===== config.mk =====
export PLATFORM = sky130hd
export DESIGN_NAME = pitch_tracker
export DESIGN_NICKNAME = d
export VERILOG_FILES = /design/src/rtl/pitch_tracker.sv
export SDC_FILE = /design/constraint.sdc
export NUM_CORES = 1
export LEC_CHECK = 0
export BUFFER_PORTS_ARGS = -buffer_cell sky130_fd_sc_hd__buf_4
export CORE_MARGIN = 1.5
export CORE_UTILIZATION = 25
export DETAILED_ROUTE_END_ITERATION = 16
export GPL_ROUTABILITY_DRIVEN = 0
export SLEW_MARGIN = 20
export SYNTH_ARGS = -nofsm -noshare
export SYNTH_HDL_FRONTEND = slang
export SYNTH_SLANG_ARGS = --single-unit

===== constraint.sdc =====
create_clock -name clk_in -period 2.5 [get_ports clk_in]
set_clock_uncertainty 0.05 [all_clocks]
set_input_delay 0.375 -clock clk_in [delete_from_list [all_inputs] [get_ports clk_in]]
set_output_delay 0.375 -clock clk_in [all_outputs]
set_load 0.05 [all_outputs]

===== src/rtl/pitch_tracker.sv =====
// pitch_tracker: rising zero-crossing counter with hysteresis over a fixed sample window, scaled to Hz, gated by a peak-amplitude voicing decision.
// Latency: window results appear 1 clk after the closing valid sample; freq_valid_o pulses for one cycle.
// Backpressure: none; accepts a sample on any cycle with sample_valid_in. Optional PITCH_SMOOTH_EN applies a 3:1 IIR to voiced results.
module pitch_tracker #(
   parameter int SAMPLE_W       = 16,
   parameter int HYST           = 256,
   parameter int WINDOW_SAMPLES = 1500,
   parameter int SCALE_SHIFT    = 4,
   parameter int SILENCE_THRESH = 1024,
   parameter int COUNT_W        = 12
) (
   input  logic                clk_in,
   input  logic                rst_in,
   input  logic [SAMPLE_W-1:0] sample_in,
   input  logic                sample_valid_in,
   output logic [15:0]         freq_out,
   output logic                freq_valid_out,
   output logic                voiced_out
);

   localparam int WIN_W  = (WINDOW_SAMPLES > 1) ? $clog2(WINDOW_SAMPLES) : 1;
   localparam int WIDE_W = COUNT_W + SCALE_SHIFT + 17;

   localparam logic signed [SAMPLE_W:0] HYST_POS = (SAMPLE_W+1)'(HYST);
   localparam logic signed [SAMPLE_W:0] HYST_NEG = -((SAMPLE_W+1)'(HYST));
   localparam logic [WIN_W-1:0]         WIN_LAST = WIN_W'(WINDOW_SAMPLES - 1);
   localparam logic [SAMPLE_W-1:0]      THRESH   = SAMPLE_W'(SILENCE_THRESH);
   localparam logic [SAMPLE_W-1:0]      MOST_NEG = {1'b1, {(SAMPLE_W-1){1'b0}}};
   localparam logic [SAMPLE_W-1:0]      MOST_POS = {1'b0, {(SAMPLE_W-1){1'b1}}};

   typedef enum logic {
      ARM_LOW  = 1'b0,
      ARM_HIGH = 1'b1
   } state_t;

   state_t               state_q, state_d;
   logic [WIN_W-1:0]     win_cnt_q, win_cnt_d;
   logic [COUNT_W-1:0]   cnt_q, cnt_d;
   logic [SAMPLE_W-1:0]  peak_q, peak_d;
   logic [15:0]          freq_q, freq_d;
   logic                 valid_q, valid_d;
   logic                 voiced_q, voiced_d;

   // Sign-extended sample for the signed hysteresis comparisons.
   logic signed [SAMPLE_W:0] samp_s;
   logic                     cross_hit;
   logic [SAMPLE_W-1:0]      abs_samp;
   logic [SAMPLE_W-1:0]      peak_upd;
   logic [COUNT_W-1:0]       cnt_upd;
   logic                     win_last;
   logic                     voiced_new;
   logic [WIDE_W-1:0]        scaled;
   logic [15:0]              freq_sat;
   logic [15:0]              freq_new;

   assign samp_s = $signed({sample_in[SAMPLE_W-1], sample_in});

   // Crossing FSM state register; it carries across window boundaries.
   always_ff @(posedge clk_in or posedge rst_in) begin
      if (rst_in) begin
         state_q <= ARM_LOW;
      end else begin
         state_q <= state_d;
      end
   end

   // Crossing FSM next state: arm below -HYST, count a crossing at or above +HYST.
   always_comb begin
      state_d   = state_q;
      cross_hit = 1'b0;
      if (sample_valid_in) begin
         case (state_q)
            ARM_LOW: begin
               if (samp_s <= HYST_NEG) begin
                  state_d = ARM_HIGH;
               end
            end
            ARM_HIGH: begin
               if (samp_s >= HYST_POS) begin
                  state_d   = ARM_LOW;
                  cross_hit = 1'b1;
               end
            end
            default: state_d = ARM_LOW;
         endcase
      end
   end

   // Magnitude of the current sample; the most negative code maps to full-scale positive.
   always_comb begin
      abs_samp = sample_in;
      if (sample_in == MOST_NEG) begin
         abs_samp = MOST_POS;
      end else if (sample_in[SAMPLE_W-1]) begin
         abs_samp = -sample_in;
      end
   end

   // Window accumulators including the current sample, so a closing sample counts in its own window.
   always_comb begin
      peak_upd   = (abs_samp > peak_q) ? abs_samp : peak_q;
      cnt_upd    = (cross_hit && (cnt_q != {COUNT_W{1'b1}})) ? cnt_q + 1'b1 : cnt_q;
      win_last   = (win_cnt_q == WIN_LAST);
      voiced_new = (peak_upd >= THRESH);
   end

   // Scale crossings to Hz at full width, then clamp to the 16-bit output range.
   always_comb begin
      scaled   = WIDE_W'(cnt_upd) << SCALE_SHIFT;
      freq_sat = (scaled > WIDE_W'(17'h0FFFF)) ? 16'hFFFF : scaled[15:0];
   end

`ifdef PITCH_SMOOTH_EN
   logic [17:0] smooth_sum;

   // Blend 3:1 with the previous estimate when the previous window was voiced, else load directly.
   always_comb begin
      smooth_sum = (18'(freq_q) * 18'd3) + 18'(freq_sat);
      freq_new   = voiced_q ? 16'(smooth_sum >> 2) : freq_sat;
   end
`else
   // Unsmoothed build: each voiced window publishes its own estimate.
   always_comb begin
      freq_new = freq_sat;
   end
`endif

   // Window bookkeeping and result publication on the closing sample.
   always_comb begin
      win_cnt_d = win_cnt_q;
      cnt_d     = cnt_q;
      peak_d    = peak_q;
      freq_d    = freq_q;
      voiced_d  = voiced_q;
      valid_d   = 1'b0;
      if (sample_valid_in) begin
         if (win_last) begin
            win_cnt_d = '0;
            cnt_d     = '0;
            peak_d    = '0;
            valid_d   = 1'b1;
            voiced_d  = voiced_new;
            if (voiced_new) begin
               freq_d = freq_new;
            end
         end else begin
            win_cnt_d = win_cnt_q + 1'b1;
            cnt_d     = cnt_upd;
            peak_d    = peak_upd;
         end
      end
   end

   // Datapath and output registers.
   always_ff @(posedge clk_in or posedge rst_in) begin
      if (rst_in) begin
         win_cnt_q <= '0;
         cnt_q     <= '0;
         peak_q    <= '0;
         freq_q    <= '0;
         valid_q   <= 1'b0;
         voiced_q  <= 1'b0;
      end else begin
         win_cnt_q <= win_cnt_d;
         cnt_q     <= cnt_d;
         peak_q    <= peak_d;
         freq_q    <= freq_d;
         valid_q   <= valid_d;
         voiced_q  <= voiced_d;
      end
   end

   assign freq_out       = freq_q;
   assign freq_valid_out = valid_q;
   assign voiced_out     = voiced_q;

endmodule


==> flow_summary_export.csv <==
group,metric,value,unit
status,status,"finished with violations",
status,violations,"setup timing",
power,power,3.433,mW
layout,nets,514,
placed_design,place_area,0.004402,mm²
sta,timing.slew.headroom,62.64,%
route,via_per_inst,4.799,
sta,rsz0062_at_grt,"true",
global_route,grt_pass1_wl,16.09,mm
die,core_area,0.01330,mm²
layout,fin_util,38.58,%
route,ant_nets,0,
die,die_area,0.01435,mm²
power,max-vdd-ir-drop,270.9,µV
die,start_util,25.65,%
sta,worst_slack,-0.8803,ns
logic_synthesis,synth_common_cells,"dfrtp_1, nand2_1, inv_1, nor2_1, ha_1",
layout,fin_area,0.005130,mm²
critical_path,cp.required,2.63,ns
placed_design,hpwlAfterDp,6.460,mm
job,max_cap_viol_count,0,
layout,final_layout_size_suffix_gt1_share,41.09,%
clock_network,cts_buffers,5,
global_route,grtUsageTotal,13.90,%
logic_synthesis,synth-edff-count,0,
placed_design,preCtsSetupSlack,-1.342,ns
logic_synthesis,synthFlopType,"dfrtp_1",
global_route,gr-total-overflow,0,
clock_network,clk_path_buf_depth,2,
sta,hold_violations,0,
logic_synthesis,synth_top_area_share,39.62,%
sta,fin_crit_sh,135.2,%
sta,drv_slew,0,
sta,period_minus_slack,3.380,ns
route,wl_per_cell,14.56,µm
sta,worst_slew_pin_slew,0.5596,ns
route,vias,3134,
power,p_leak,2.379,nW
global_route,grt_max_degree,31,
logic_synthesis,synthArstFlopShare,100.0,%
clock_network,cts_sinks,54,
layout,fill_cells,1295,
critical_path,cp.arrival,3.51,ns
layout,area_growth,50.40,%
logic_synthesis,synth_most_common_cell,"dfrtp_1",
route,first_iter_violations,95,
logic_synthesis,synth.largest_area_cell,"dfrtp_1",
clock_network,root_buffer,"clkbuf_16",
sta,fmax,295.8,MHz
power,p_switching,1.228,mW
critical_path,cp_max_fo,7,
critical_path,reg2reg_depth,10,
sta,final-setup-viol-count,29,
logic_synthesis,syn_area,0.003411,mm²
route,wl,9.507,mm
clock_network,cts.clk_slew.worst_paths,0.08,ns
hold_path,hold_path_class,"input pin to asynchronous set/reset pin",
die,die_w,119.8,µm
clock_network,cts_tree,"done",
clock_network,insertion_delay,0.30,ns
route,first_pass_iters,4,
die,io_pins,37,
die,rows,42,
global_route,antenna_found_initial,0,
power,power.density,669.3,mW/mm²
power,clkPwrFrac,21.6,%
power,p_int,2.205,mW
critical_path,start_kind,"input pin",
logic_synthesis,ys_types,52,
clock_network,htree_levels,2,
layout,antennaDiodeCount,0,
die,die_height,119.8,µm
power,swShare,35.78,%
logic_synthesis,ys_ff_latch,54,
critical_path,worstSetupPathType,"input pin to flip-flop",
logic_synthesis,syn_inst,362,
global_route,grt_pass1_vias,3282,
logic_synthesis,ys_seq_area_share,39.62,%
logic_synthesis,ys_warn_count,0,
power,pwr-share-comb,42.2,%
placed_design,port_buffers,32,
route,drc,0,
power,power_frac_seq,36.2,%
logic_synthesis,synth_area_leaders,"dfrtp_1, ha_1, nand2_1, xor2_1, mux2_4",
logic_synthesis,syn_avg_cell_area,9.422,µm²
critical_path,end_kind,"flip-flop",
[path summary, 6_finish.rpt]
kind | startpoint | to | slack, ns
setup / recovery | sample_in[1] | freq_out[10]$_DFFE_PP0P_ | -0.88
max in group asynchronous | rst_in | peak_q[4]$_DFFE_PP0P_ | 1.77
setup reg to reg | peak_q[8]$_DFFE_PP0P_ | freq_out[10]$_DFFE_PP0P_ | -0.14
hold reg to reg | voiced_out$_DFFE_PP0P_ | voiced_out$_DFFE_PP0P_ | 0.43
min in group clk_in | voiced_out$_DFFE_PP0P_ | voiced_out$_DFFE_PP0P_ | 0.43
hold / removal | rst_in | freq_out[9]$_DFFE_PP0P_ | 0.08
[worst max-delay path, cell delays in order]
cell	delay [ns]
buf_12	0.11
inv_12	0.04
ha_4	0.12
nor4b_4	0.23
and3_4	0.30
buf_6	0.11
a31oi_1	0.06
mux2i_1	0.23
ha_1	0.18
nand4_1	0.16
or4_4	0.59
a2111oi_4	0.43
a211oi_4	0.09
buf_6	0.17
mux2_4	0.30
[cells by family (layout without fill, tap and decap cells)]
family,Yosys count,count (layout),share of synthesized area (%)
AOI/OAI and AO/OA,83,83,16.87
xor gates and xnor gates,25,25,6.420
adders and majority gates,19,19,6.970
buffers and inverters,42,153,5.539
DFF,54,54,39.62
muxes,15,15,5.906
other,1,4,0.1099
and+or+nand+nor,123,124,18.56
[placed cells by master, fill, tap and decap left out, drive strengths merged, types with 15 or more instances in the layout]
cell / n
buf: 121
dfrtp: 54
nand2: 45
inv: 24
o21ai: 24
nor2: 20
ha: 19
xor2: 18
a22o: 15
[what timing repair did]
item,in CTS,in global routing
setup endpoints to repair,29,29
cloned,3,0
pin swaps,42,21
hold buffers,0,0
gates resized for setup,51,16
setup buffers,29,3
[registers in the layout, summed over array words and instances, names as in the netlist]
signal	flops
cnt_q	12
freq_out	12
freq_valid_out	1
peak_q	16
state_q	1
voiced_out	1
win_cnt_q	11
[metrics by stage]
step	std cells	setup TNS, ns	hold slack (ns)
after floorplan	365	-21.38	0.4125
after global placement	614	-32.63	0.4225
after detailed placement	614	-36.88	0.4255
after CTS	652	-20.25	0.1061
after global routing	653	-25.50	0.1387
final	653	-21.38	0.08087
[layer usage]
| layer | up-vias | global-route usage (%) | part of all wire [%] |
|---|---|---|---|
| li1 | 1525 | - | - |
| met1 | 1520 | 16.61 | 43 |
| met2 | 67 | 24.43 | 50 |
| met3 | 22 | 2.709 | 3.4 |
| met4 | 0 | 5.655 | 3.0 |
| met5 | - | 0 | 0 |
[power groups by stage]
| stage | clock network (mW) | registers [mW] | logic (mW) |
|---|---|---|---|
| floorplan | 0 | 1.20 | 0.795 |
| global placement | 0 | 1.24 | 1.14 |
| finish | 0.741 | 1.24 | 1.45 |
| global route | 0.783 | 1.26 | 1.60 |
| detailed placement | 0 | 1.24 | 1.19 |
| CTS | 0.757 | 1.24 | 1.41 |
[area by class of cell]
type,instances,area [µm²],area share (%)
Timing Repair Buffer,122,1064,20.73
Clock inverter,3,28.78,0.5610
Sequential cell,54,1351,26.34
Inverter,23,101.3,1.976
Multi-Input combinational cell,270,2240,43.66
Tap cell,176,220.2,4.293
Clock buffer,5,125.1,2.439
(Power assumes the default switching activity.)
